<file path="src/rtl/select_sequencer_pkg.sv">
// Shared encodings for the select sequencer: operand type tags, trap codes and FSM states.
package select_sequencer_pkg;

  localparam int TRAP_W = 4;

  localparam logic [1:0] TYPE_I32 = 2'd0;
  localparam logic [1:0] TYPE_I64 = 2'd1;
  localparam logic [1:0] TYPE_F32 = 2'd2;
  localparam logic [1:0] TYPE_F64 = 2'd3;

  localparam logic [TRAP_W-1:0] TRAP_NONE           = 4'd0;
  localparam logic [TRAP_W-1:0] TRAP_STACK_EMPTY    = 4'd1;
  localparam logic [TRAP_W-1:0] TRAP_TYPES_MISMATCH = 4'd2;

  typedef enum logic [2:0] {
    ST_IDLE,
    ST_POP_C,
    ST_POP_2,
    ST_POP_1,
    ST_CHECK,
    ST_PUSH,
    ST_DONE,
    ST_TRAP
  } state_t;

endpackage

</file>
<file path="src/rtl/select_sequencer.sv">
// WebAssembly `select` executor: pops cond/val2/val1, type-checks, pushes the chosen value or traps.
// Define SELECT_TYPED_EN to add the `select t` ports (typed, expected_type).
module select_sequencer
  import select_sequencer_pkg::*;
#(
  parameter int DATA_W = 64,
  parameter int TYPE_W = 2
) (
  input  logic              clk,
  input  logic              reset,
  input  logic              start,
`ifdef SELECT_TYPED_EN
  input  logic              typed,
  input  logic [TYPE_W-1:0] expected_type,
`endif
  output logic              busy,
  output logic              done,
  output logic [TRAP_W-1:0] trap,
  output logic              pop_req,
  input  logic              pop_ack,
  input  logic [DATA_W-1:0] pop_data,
  input  logic [TYPE_W-1:0] pop_type,
  input  logic              stack_empty,
  output logic              push_req,
  input  logic              push_ack,
  output logic [DATA_W-1:0] push_data,
  output logic [TYPE_W-1:0] push_type
);

  state_t              state_reg, state_next;
  logic [TRAP_W-1:0]   trap_reg, trap_next;
  logic [31:0]         cond_low_reg;
  logic [TYPE_W-1:0]   cond_type_reg;
  logic [DATA_W-1:0]   v2_data_reg, v1_data_reg;
  logic [TYPE_W-1:0]   v2_type_reg, v1_type_reg;
  logic [DATA_W-1:0]   push_data_reg;
  logic [TYPE_W-1:0]   push_type_reg;
  logic                start_accept;
  logic                typed_fault;
  logic                type_fault;

  assign start_accept = (state_reg == ST_IDLE) && start && (trap_reg == TRAP_NONE);

`ifdef SELECT_TYPED_EN
  logic              typed_reg;
  logic [TYPE_W-1:0] expected_type_reg;

  always_ff @(posedge clk or negedge reset) begin
    if (!reset) begin
      typed_reg         <= 1'b0;
      expected_type_reg <= '0;
    end else if (start_accept) begin
      typed_reg         <= typed;
      expected_type_reg <= expected_type;
    end
  end

  assign typed_fault = typed_reg && (v1_type_reg != expected_type_reg);
`else
  assign typed_fault = 1'b0;
`endif

  // Only the low word of the condition participates, matching i32 semantics.
  assign type_fault = (cond_type_reg != TYPE_W'(TYPE_I32)) ||
                      (v1_type_reg != v2_type_reg) || typed_fault;

  always_comb begin
    state_next = state_reg;
    trap_next  = trap_reg;
    case (state_reg)
      ST_IDLE:  if (start_accept) state_next = ST_POP_C;
      ST_POP_C, ST_POP_2, ST_POP_1: begin
        if (pop_ack) begin
          state_next = (state_reg == ST_POP_C) ? ST_POP_2 :
                       (state_reg == ST_POP_2) ? ST_POP_1 : ST_CHECK;
        end else if (stack_empty) begin
          state_next = ST_TRAP;
          trap_next  = TRAP_STACK_EMPTY;
        end
      end
      ST_CHECK: begin
        if (type_fault) begin
          state_next = ST_TRAP;
          trap_next  = TRAP_TYPES_MISMATCH;
        end else begin
          state_next = ST_PUSH;
        end
      end
      ST_PUSH:  if (push_ack) state_next = ST_DONE;
      ST_DONE:  state_next = ST_IDLE;
      ST_TRAP:  state_next = ST_TRAP;
      default:  state_next = ST_IDLE;
    endcase
  end

  always_ff @(posedge clk or negedge reset) begin
    if (!reset) begin
      state_reg     <= ST_IDLE;
      trap_reg      <= TRAP_NONE;
      cond_low_reg  <= '0;
      cond_type_reg <= '0;
      v2_data_reg   <= '0;
      v2_type_reg   <= '0;
      v1_data_reg   <= '0;
      v1_type_reg   <= '0;
      push_data_reg <= '0;
      push_type_reg <= '0;
    end else begin
      state_reg <= state_next;
      trap_reg  <= trap_next;
      if (pop_ack) begin
        case (state_reg)
          ST_POP_C: begin
            cond_low_reg  <= pop_data[31:0];
            cond_type_reg <= pop_type;
          end
          ST_POP_2: begin
            v2_data_reg <= pop_data;
            v2_type_reg <= pop_type;
          end
          ST_POP_1: begin
            v1_data_reg <= pop_data;
            v1_type_reg <= pop_type;
          end
          default: ;
        endcase
      end
      if ((state_reg == ST_CHECK) && !type_fault) begin
        push_data_reg <= (cond_low_reg != 32'd0) ? v1_data_reg : v2_data_reg;
        push_type_reg <= v1_type_reg;
      end
    end
  end

  always_comb begin
    busy     = 1'b0;
    done     = 1'b0;
    pop_req  = 1'b0;
    push_req = 1'b0;
    case (state_reg)
      ST_POP_C, ST_POP_2, ST_POP_1: begin
        busy    = 1'b1;
        pop_req = 1'b1;
      end
      ST_CHECK: busy = 1'b1;
      ST_PUSH: begin
        busy     = 1'b1;
        push_req = 1'b1;
      end
      ST_DONE: begin
        busy = 1'b1;
        done = 1'b1;
      end
      default: ;
    endcase
  end

  assign trap      = trap_reg;
  assign push_data = push_data_reg;
  assign push_type = push_type_reg;

endmodule

</file>
<file path="config.mk">
export PLATFORM = sky130hd
export DESIGN_NAME = select_sequencer
export DESIGN_NICKNAME = d
export VERILOG_FILES = /design/src/rtl/select_sequencer_pkg.sv /design/src/rtl/select_sequencer.sv
export SDC_FILE = /design/constraint.sdc
export NUM_CORES = 1
export LEC_CHECK = 0
export CORE_ASPECT_RATIO = 0.8
export CORE_MARGIN = 2
export CORE_UTILIZATION = 40
export DETAILED_ROUTE_END_ITERATION = 8
export GPL_TIMING_DRIVEN = 0
export PLACE_DENSITY_LB_ADDON = 0.1
export SYNTH_ARGS = -nofsm -noshare
export SYNTH_HDL_FRONTEND = slang
export SYNTH_SLANG_ARGS = --single-unit
</file>
<file path="constraint.sdc">
create_clock -name clk -period 1.9 [get_ports clk]
set_input_delay 0.19 -clock clk [delete_from_list [all_inputs] [get_ports clk]]
set_output_delay 0.19 -clock clk [all_outputs]
set_load 0.02 [all_outputs]
</file>
==> flow_summary_export.csv, run 1 <==
group,metric,value,unit
timing,hold_viol_final,0,
synth,ys_warn_count,0,
routing,dr.pass1.iters,5,
floorplan,io_pins,146,
setup_path,cp_common_cell,"buf_4",
floorplan,initial_core_util,0.405,
timing,fin_crit_sh,0.973,
setup_path,cp_slowest_stage_delay,0.44,ns
grt,busiest_layer,"met2",
clocking,worstSkewPairLatency,0.51,ns
synth,syn-cell-area,9780,sq um
power_and_ir_drop,p_per_area,824,nW/um^2
routing,wire_per_inst,18.8,um
place,hpwl,15.8,mm
synth,synth_top_area_cell,"dfrtp_1",
grt,antenna_found_initial,0,
setup_path,worstPathArrival,1.66,ns
timing,fin_crit,1.85,ns
routing,drtIter0Drc,382,
grt,grt_pass1_vias,6877,
grt,grtUsageMet3,0.0360,
setup_path,critPathSlowestCell,"dfrtp_2",
synth,seq_area_frac_synth,0.606,
timing,slew_violations,0,
timing,fin_worst_hold_slack,0.218,ns
grt,grt-ovfl-total,0,
clocking,clk_pin_slew,0.06,ns
setup_path,cp_cell_sequence,"buf_4 > nor2_4 > buf_4 > a21oi_1 > buf_2",
timing,rsz0062_at_grt,"yes",
grt,grt_use_met2,0.304,
grt,grt_pass1_wl,39.1,mm
power_and_ir_drop,p_int,8.37,mW
setup_path,critPathKind,"reg2out",
layout,nets,1032,
synth,syn_inst,780,
layout,area_growth,30.9,%
synth,synth_cell_types,33,
layout,drive_above_1_share,0.289,
setup_path,worstPathRequired,1.71,ns
timing,fmax,541,MHz
routing,via_per_inst,5.31,
power_and_ir_drop,switching_share,0.207,
floorplan,dieArea,25700,sq um
setup_path,endpoint_kind,"output port",
timing,max_slew_margin,0.644,
setup_path,cp-start-kind,"flip-flop",
power_and_ir_drop,pwr-share-comb,0.039,
floorplan,placementRows,51,
clocking,clockBufferDepth,3,
setup_path,crit_start,"state_reg[0]",
timing,worst_pin_slew,0.534,ns
routing,finalWirelength,24.4,mm
timing,skew,0.00910,ns
setup_path,cp_max_fo,10,
place,io_buffers,143,
place,place_congestion,0.733,
clocking,clock_sinks,237,
floorplan,core,24200,sq um
synth,synth_top_area_share,0.606,
clocking,cts-root-buf,"clkbuf_16",
floorplan,die_h,144,um
routing,ant_nets,0,
floorplan,die_x,179,um
power_and_ir_drop,peakVddDrop,0.000490,V
synth,synth-seq-cells,237,
timing,setup-violations-final,0,
setup_path,r2r_slack,0.10,ns
layout,final_cells,1296,
grt,grt_start_max_net_pins,103,
layout,num-fill-cells,2152,
power_and_ir_drop,pwr-share-seq,0.485,
clocking,cts_tree,"done",
routing,vias,6879,
place,dp.cells,1244,
routing,drc,0,
power_and_ir_drop,p_leak,5.88,nW
grt,grt_use_met1,0.288,
power_and_ir_drop,p_switching,2.18,mW
run,drv_cap,0,
synth,syn_area_per_cell,12.5,sq um
synth,synth_area_leaders,"dfrtp_1 (61%), mux2_2 (18%), a31oi_1 (4.1%)",
layout,utilization,0.529,
grt,track_usage,0.195,
clocking,cts_buffers,24,
power_and_ir_drop,finalPower,10.5,mW
outcome,outcome,"complete, no violations",
power_and_ir_drop,p_clk_frac,0.476,
worst_hold_path,min-delay-path-class,"in2async",
clocking,htree_levels,1,
setup_path,r2r-start,"state_reg[1]",
per-layer routing:
metal,part of all wire,wire [um],vias to the layer above
met5,0,0,-
met4,0.015,360,0
met3,0.052,1280,26
met2,0.46,11200,167
met1,0.47,11500,3506
li1,-,-,3180
cell usage in the layout, fill, tap and decap left out, types with 3 or more instances in the layout:
cell type          n
buf_2              8
nor4_2             4
nand2b_1           3
buf_4             37
nand3_1           65
nor4_4             4
clkbuf_1           9
clkbuf_2          14
bufinv_16          3
a31oi_1           64
nand4_1            3
and4_1             3
clkbuf_8           7
nor2_1            68
o21ai_0           55
nand2_1            4
buf_6              5
mux2_2           158
mux2_1            10
clkbuf_4           7
dfrtp_1          236
inv_1              3
o21ai_1           10
clkdlybuf4s50_1  138
a21oi_1            4
clkbuf_16         25
worst max-delay path: cells and delay by family (launching register included):
family                 cells  cell delay [ns]
AO/OA/AOI/OAI              1             0.15
buffers and inverters      3             0.50
AND/OR/NAND/NOR            1             0.05
flip-flops                 1             0.44
area by class of cell:
type / count / area, sq um / share of cell area
flip-flops and latches: 237 / 5930 / 0.463
multi-input cells: 478 / 3640 / 0.284
repair buffers: 153 / 1540 / 0.120
clock buffers: 39 / 748 / 0.0584
plain buffers: 63 / 437 / 0.0341
well taps: 318 / 398 / 0.0311
clock inverters: 4 / 95.1 / 0.00743
inverters: 3 / 11.3 / 0.000880
diodes: 1 / 2.50 / 0.000195
power groups by stage:
| stage | logic [mW] | clock network, mW | registers [mW] |
|---|---|---|---|
| 2_1_floorplan | 0.0709 | 0 | 5.19 |
| 3_3_place_gp | 0.388 | 0 | 5.20 |
| 3_5_place_dp | 0.400 | 0 | 5.20 |
| 4_1_cts | 0.408 | 5.16 | 5.11 |
| 5_1_grt | 0.454 | 5.34 | 5.12 |
| 6_report | 0.407 | 5.02 | 5.12 |
cells in the mapped netlist:
library cell and n:
a21oi_1 4, a221o_1 1, a2bb2oi_1 1, a311oi_1 1
a31oi_1 64, and3_1 1, and4_1 3, buf_1 3
buf_2 30, buf_4 13, clkbuf_1 17, conb_1 1
dfrtp_1 237, inv_1 3, mux2_1 10, mux2_2 158
nand2_1 4, nand2b_1 3, nand3_1 65, nand3b_1 1
nand4_1 3, nor2_1 69, nor2b_1 2, nor3_2 1
nor3b_1 3, nor3b_2 1, nor4_1 9, o211a_1 1
o21ai_0 65, o2bb2ai_1 1, o311ai_0 2, or3_1 1
xnor2_1 2
final timing paths:
kind / to / depth (start not counted)
setup reg to reg: cond_low_reg[26] / 4
setup / recovery: busy / 5
min in group clk: v2_data_reg[56] / 2
hold / removal: push_data[35] / 2
hold reg to reg: v1_data_reg[5] / 1
max in group asynchronous: push_data[17] / 3
cells by family (layout without fill, tap and decap cells):
kind of cell           after synthesis  after routing  share of synthesized area
AND/OR/NAND/NOR                    166            166                     0.0815
AO/OA/AOI/OAI                      140            140                     0.0827
other                                1              3                   0.000383
buffers and inverters               66            262                     0.0341
flip-flops                         237            237                      0.606
multiplexers                       168            168                      0.193
XOR/XNOR                             2              2                    0.00179
through the flow:
step,setup TNS [ns],setup slack (ns),instance area [sq um]
global placement,-2390.49,-9.88,11600
global route,-0.111,-0.0394,12800
CTS,-0.000641,-0.000641,12700
finish,0,0.0509,12800
detailed placement,-55.98,-0.599,11700
floorplan,0,0.302,9790
timing repair:
item,in CTS,in global routing
setup buffers,4,3
hold buffers,1,0
hold endpoints to repair,64,0
gates resized for setup,41,70
endpoints found under the setup margin,143,139
pin swaps,2,2
Note: power is estimated with default switching activity, not from simulation.
==> run 2: changes to the inputs <==
- CORE_MARGIN: 2 -> 4
- PLACE_DENSITY: unset -> 0.71
- PLACE_DENSITY_LB_ADDON: 0.1 -> unset
- SKIP_LAST_GASP: unset -> 1
==> run 2 against run 1 <==
Global-route usage decreased by 1.9 points. Utilization increased by 0.52 points. First-iteration DRC count increased by 30%. Non-clock buffer count decreased by 4.
==> flow_summary_export.csv, run 2 (synthesis gave the netlist of run 1 again) <==
group,metric,value,unit
outcome,outcome,"complete, no violations",
power_and_ir_drop,finalPower,10.1,mW
setup_path,r2r_slack,0.08,ns
power_and_ir_drop,p_per_area,794,nW/um^2
routing,ant_nets,0,
setup_path,worstPathArrival,1.67,ns
clocking,clockBufferDepth,3,
layout,area_growth,29.5,%
grt,antenna_found_initial,1,
grt,track_usage,0.176,
worst_hold_path,min-delay-path-class,"in2async",
floorplan,core,23700,sq um
place,placed_cell_area,11700,sq um
power_and_ir_drop,pwr-share-comb,0.040,
power_and_ir_drop,pwr-share-seq,0.508,
power_and_ir_drop,peakVddDrop,0.000497,V
power_and_ir_drop,p_leak,5.79,nW
place,io_buffers,143,
layout,drive_above_1_share,0.284,
timing,skew,0.0151,ns
place,place_congestion,0.780,
routing,via_per_inst,5.42,
clocking,htree_levels,1,
grt,grt-ovfl-total,0,
place,post-place-ws,-0.809,ns
routing,wire_per_inst,19.2,um
floorplan,die_h,148,um
timing,hold_viol_final,0,
routing,drc,0,
setup_path,worstPathRequired,1.71,ns
floorplan,dieArea,27000,sq um
layout,antennaDiodeCount,0,
timing,layout_setup_ws,0.0423,ns
clocking,cts-root-buf,"clkbuf_16",
timing,rsz0062_at_grt,"yes",
clocking,clock_sinks,237,
layout,final_cell_mix,"dfrtp_1 (236), mux2_2 (158), clkdlybuf4s50_1 (138), nor2_1 (68), nand3_1 (65)",
setup_path,endpoint_kind,"output port",
layout,final_common_cell,"dfrtp_1",
timing,fin_crit_sh,0.978,
clocking,cts_tree,"done",
routing,vias,6936,
power_and_ir_drop,switching_share,0.208,
setup_path,cp_max_fo,10,
power_and_ir_drop,p_int,7.97,mW
clocking,cts_buffers,23,
layout,nets,1027,
floorplan,io_pins,146,
timing,max_slew_margin,0.634,
power_and_ir_drop,p_clk_frac,0.452,
floorplan,placementRows,50,
timing,worst_pin_slew,0.550,ns
floorplan,die_x,183,um
routing,finalWirelength,24.5,mm
timing,fmax,538,MHz
grt,grt_start_max_net_pins,108,
clocking,clk_pin_slew,0.07,ns
timing,fin_crit,1.86,ns
timing,slew_violations,0,
layout,final_area,12700,sq um
clocking,worstSkewPairLatency,0.50,ns
routing,dr.pass1.iters,5,
timing,fin_worst_hold_slack,0.117,ns
grt,grt_pass1_vias,7060,
floorplan,initial_core_util,0.413,
setup_path,cp-start-kind,"flip-flop",
routing,drtIter0Drc,497,
place,hpwl,16.6,mm
power_and_ir_drop,p_switching,2.09,mW
run,drv_cap,0,
timing,setup-violations-final,0,
grt,grt_pass1_wl,38.6,mm
setup_path,critPathKind,"reg2out",
==> run 2: area by class of cell <==
class,count,area [sq um]
fillers,1998,11000
plain buffers,63,433
inverters,3,11.3
repair buffers,149,1530
clock buffers,35,711
clock inverters,3,42.5
well taps,312,390
flip-flops and latches,237,5930
multi-input cells,478,3630
==> run 2: metrics by stage <==
step / instances / setup TNS (ns) / util
after global placement: 1236 / -2308.08 / 0.490
after global routing: 1280 / -0.369 / 0.535
final: 1280 / 0 / 0.535
after detailed placement: 1238 / -67.83 / 0.492
after CTS: 1280 / 0 / 0.528
after floorplan: 781 / 0 / -
==> run 2: what timing repair did <==
| action | CTS | global route |
|---|---|---|
| hold endpoints to repair | 130 | 0 |
| cloned | 0 | 0 |
| hold buffers | 1 | 0 |
| pin swaps | 2 | 3 |
| buffers inserted | 3 | 0 |
| setup endpoints to repair | 167 | 125 |
| gates resized for setup | 37 | 81 |
==> run 2: worst paths after layout <==
check	endpoint	cells after the start	startpoint
max reg2reg	push_data[16]	6	cond_low_reg[21]
min	v1_data_reg[7]	2	reset
max	pop_req	4	state_reg[0]
min reg2reg	v1_data_reg[31]	1	v1_data_reg[31]
min in group clk	v1_data_reg[56]	2	pop_data[56]
max in group asynchronous	v1_data_reg[33]	4	reset
==> run 2: power by group through the flow <==
stage	logic, mW	registers [mW]	clock network (mW)
floorplan	0.0709	5.19	0
global placement	0.378	5.20	0
detailed placement	0.397	5.20	0
CTS	0.406	5.11	4.65
global route	0.449	5.11	4.85
finish	0.406	5.11	4.55
==> run 2: critical path, stage by stage, from the launching register on <==
cell and delay, ns:
dfrtp_2 0.45, buf_4 0.19, nor2_4 0.17, nor2_1 0.09, clkdlybuf4s15_2 0.26
==> run 2: metal layers <==
metal  routed length, um  track usage  vias to the layer above
met5                  16            0                        -
met4                 524       0.0428                        2
met3                1590       0.0386                       46
met2               11300        0.276                      241
met1               11100        0.253                     3482
li1                    -            -                     3165
==> edit, RTL diff (flow settings as in run 2) <==
Build with the macro `SELECT_TYPED_EN` defined.
--- a/src/rtl/select_sequencer.sv
+++ b/src/rtl/select_sequencer.sv
@@ -1,5 +1,7 @@
 // WebAssembly `select` executor: pops cond/val2/val1, type-checks, pushes the chosen value or traps.
 // Define SELECT_TYPED_EN to add the `select t` ports (typed, expected_type).
+`define SELECT_TYPED_EN
+
 module select_sequencer
   import select_sequencer_pkg::*;
 #(
Interface: changed (added expected_type and typed); port bits go from 146 to 149. The function was not compared with the original's and may differ.
==> edit against run 2 <==
  * The run now ends with setup timing left
  * Utilization up 1.3 points
  * Die area up 2.9%
  * Sequential cell count up 3
  * Synthesized area up 3.1%
  * Worst setup slack worse by 0.34 ns
  * Sequential share of layout area down 2.1 points
  * Global-route usage down 2.5 points
  * Wire length down 12%
  * First-iteration DRC count down 58%
  * Final area up 6.1%
  * Critical path type is now flop to flop
  * Critical endpoint is now push_data[50]
Power is not compared: it rests on default switching activity, and its combinational part moved more than twofold at a synthesized area within 25%.
==> edit: results (changes against run 2) <==
Vias=5797 (-16%); total CTS buffers=25 (+8.7%); post-synthesis mux area share=34.9% (+16 points); final wirelength=21600 um (-12%); PnR worst setup slack=-0.302 ns (-0.345 ns); failing checks=setup timing; largest net degree at the start of global routing=117 (+8.3%); Critical Path Source=cond_low_reg[5]; main area contributors after synthesis=dfrtp_1, mux2_2, mux2_4; pre-CTS setup slack=-0.686 ns (+0.123 ns); crit path DAT=2.59 ns (+0.92 ns); I/O Buffers=146 (+2.1%); H-tree depth=1 (unchanged); post-detail-place hpwl=14100 um (-15%); status=complete, but fails checks; worst slew pin tran=0.621 ns (+0.0712 ns); Placed Area=0.0120 sq mm (+3.1%); first-pass GRT wire length=34000 um (-12%); Final nets=908 (-12%); Seq/Total Area, Yosys=59.5% (-1.1 points); Post-synth top flop=dfrtp_1; synth unique cells=31 (-6.1%); switching power total=around 5.7 mW; setup violators final=66 (+66); CTS root buf=clkbuf_16; Fill cells=1990 (-0.40%); Synth Area in XOR/XNOR=0.347% (+0.17 points); gpl congestion=0.737 (-5.6%); CP Max Fanout=10 (unchanged); top post-synthesis cells by count=mux2_2, dfrtp_1, mux2_4; GRT Total Usage=15.2% (-2.5 points); yosys warns=0 (unchanged); Worst Clk Skew=0.0141 ns (-0.000951 ns); Skew-Pair Late Insertion Delay=between 0.5 and 0.6 ns; complex-gate fraction of the synthesized area=1.04% (-7.2 points); DR iter-0 viols=210 (-58%); layout cells sized above 1=48.3% (+20 points); vias in the first global route=6386 (-9.5%); number of iterations in the first detailed-routing pass=4 (-1)
[edit: changes by cell type after synthesis, moves of 4 or more]
cell,before,now
xor2_1,0,4
buf_4,13,2
clkbuf_1,17,3
nand2_1,4,10
a31oi_1,64,0
nand3_1,65,1
nor2_1,69,9
o21ai_0,65,7
mux2_1,10,0
mux2_4,0,40
buf_6,0,5
buf_2,30,25
mux2_2,158,259
[edit: final cells by class]
cell class,instances,area [sq um],share of cell area [%]
Antenna cell,1,2.50,0.0186
Buffer,35,402,2.99
Clock buffer,30,644,4.79
Clock inverter,10,134,0.996
Inverter,2,7.51,0.0558
Multi-Input combinational cell,360,4040,30.1
Sequential cell,240,6010,44.7
Tap cell,318,398,2.96
Timing Repair Buffer,169,1810,13.4
[edit: path summary, 6_finish.rpt]
kind	slack (ns)	cells after the start	end
worst max register to register	-0.30	7	push_data[50]
max in group asynchronous	0.97	3	v1_data_reg[9]
min in group clk	0.31	2	typed_reg
worst max-delay path	-0.30	7	push_data[50]
worst min-delay path	0.10	2	v1_data_reg[57]
worst min register to register	0.50	1	v1_data_reg[49]
[edit: cell families after synthesis]
group | count (synthesis)
XOR/XNOR | 4
flip-flops | 240
AO/OA/AOI/OAI | 16
other | 1
buffers and inverters | 37
multiplexers | 299
AND/OR/NAND/NOR | 39
[edit: per-stage QoR]
step                      cells  setup TNS, ns
final                      1165         -17.08
after global routing       1164         -20.91
after CTS                  1157         -19.99
after detailed placement   1103         -93.75
after global placement     1101       -2432.12
after floorplan             637          -1.62
[edit: timing repair]
| item | in CTS | in global routing |
|---|---|---|
| gates cloned | 1 | 5 |
| endpoints found under the hold margin | 240 | 0 |
| pin swaps | 3 | 8 |
| buffers inserted | 12 | 6 |
| hold buffers | 1 | 0 |
| resized for setup | 59 | 51 |
| endpoints found under the setup margin | 210 | 181 |
[edit: layer usage]
metal | global-route usage, % | part of all wire [%] | vias up
met4 | 2.29 | 1.4 | 2
met1 | 21.7 | 48 | 2976
met2 | 23.7 | 45 | 115
li1 | - | - | 2676
met5 | 0 | 0.032 | -
met3 | 4.30 | 6.0 | 28
[edit: power by group through the flow]
stage | clock network, mW | registers (mW) | logic (mW)
3_5_place_dp | 0 | 8.65 | 6.42
2_1_floorplan | 0 | 8.94 | 3.78
6_report | 4.74 | 8.69 | 6.71
3_3_place_gp | 0 | 8.59 | 6.24
4_1_cts | 4.90 | 8.63 | 6.66
5_1_grt | 5.10 | 8.98 | 7.27
[edit: critical path, stage by stage, from the launching register on]
cell and delay [ns]:
dfrtp_1 0.40, nor4_2 0.33, nand4_1 0.22, nor2_4 0.20, buf_12 0.18, buf_12 0.15
mux2_2 0.34, mux2_4 0.26
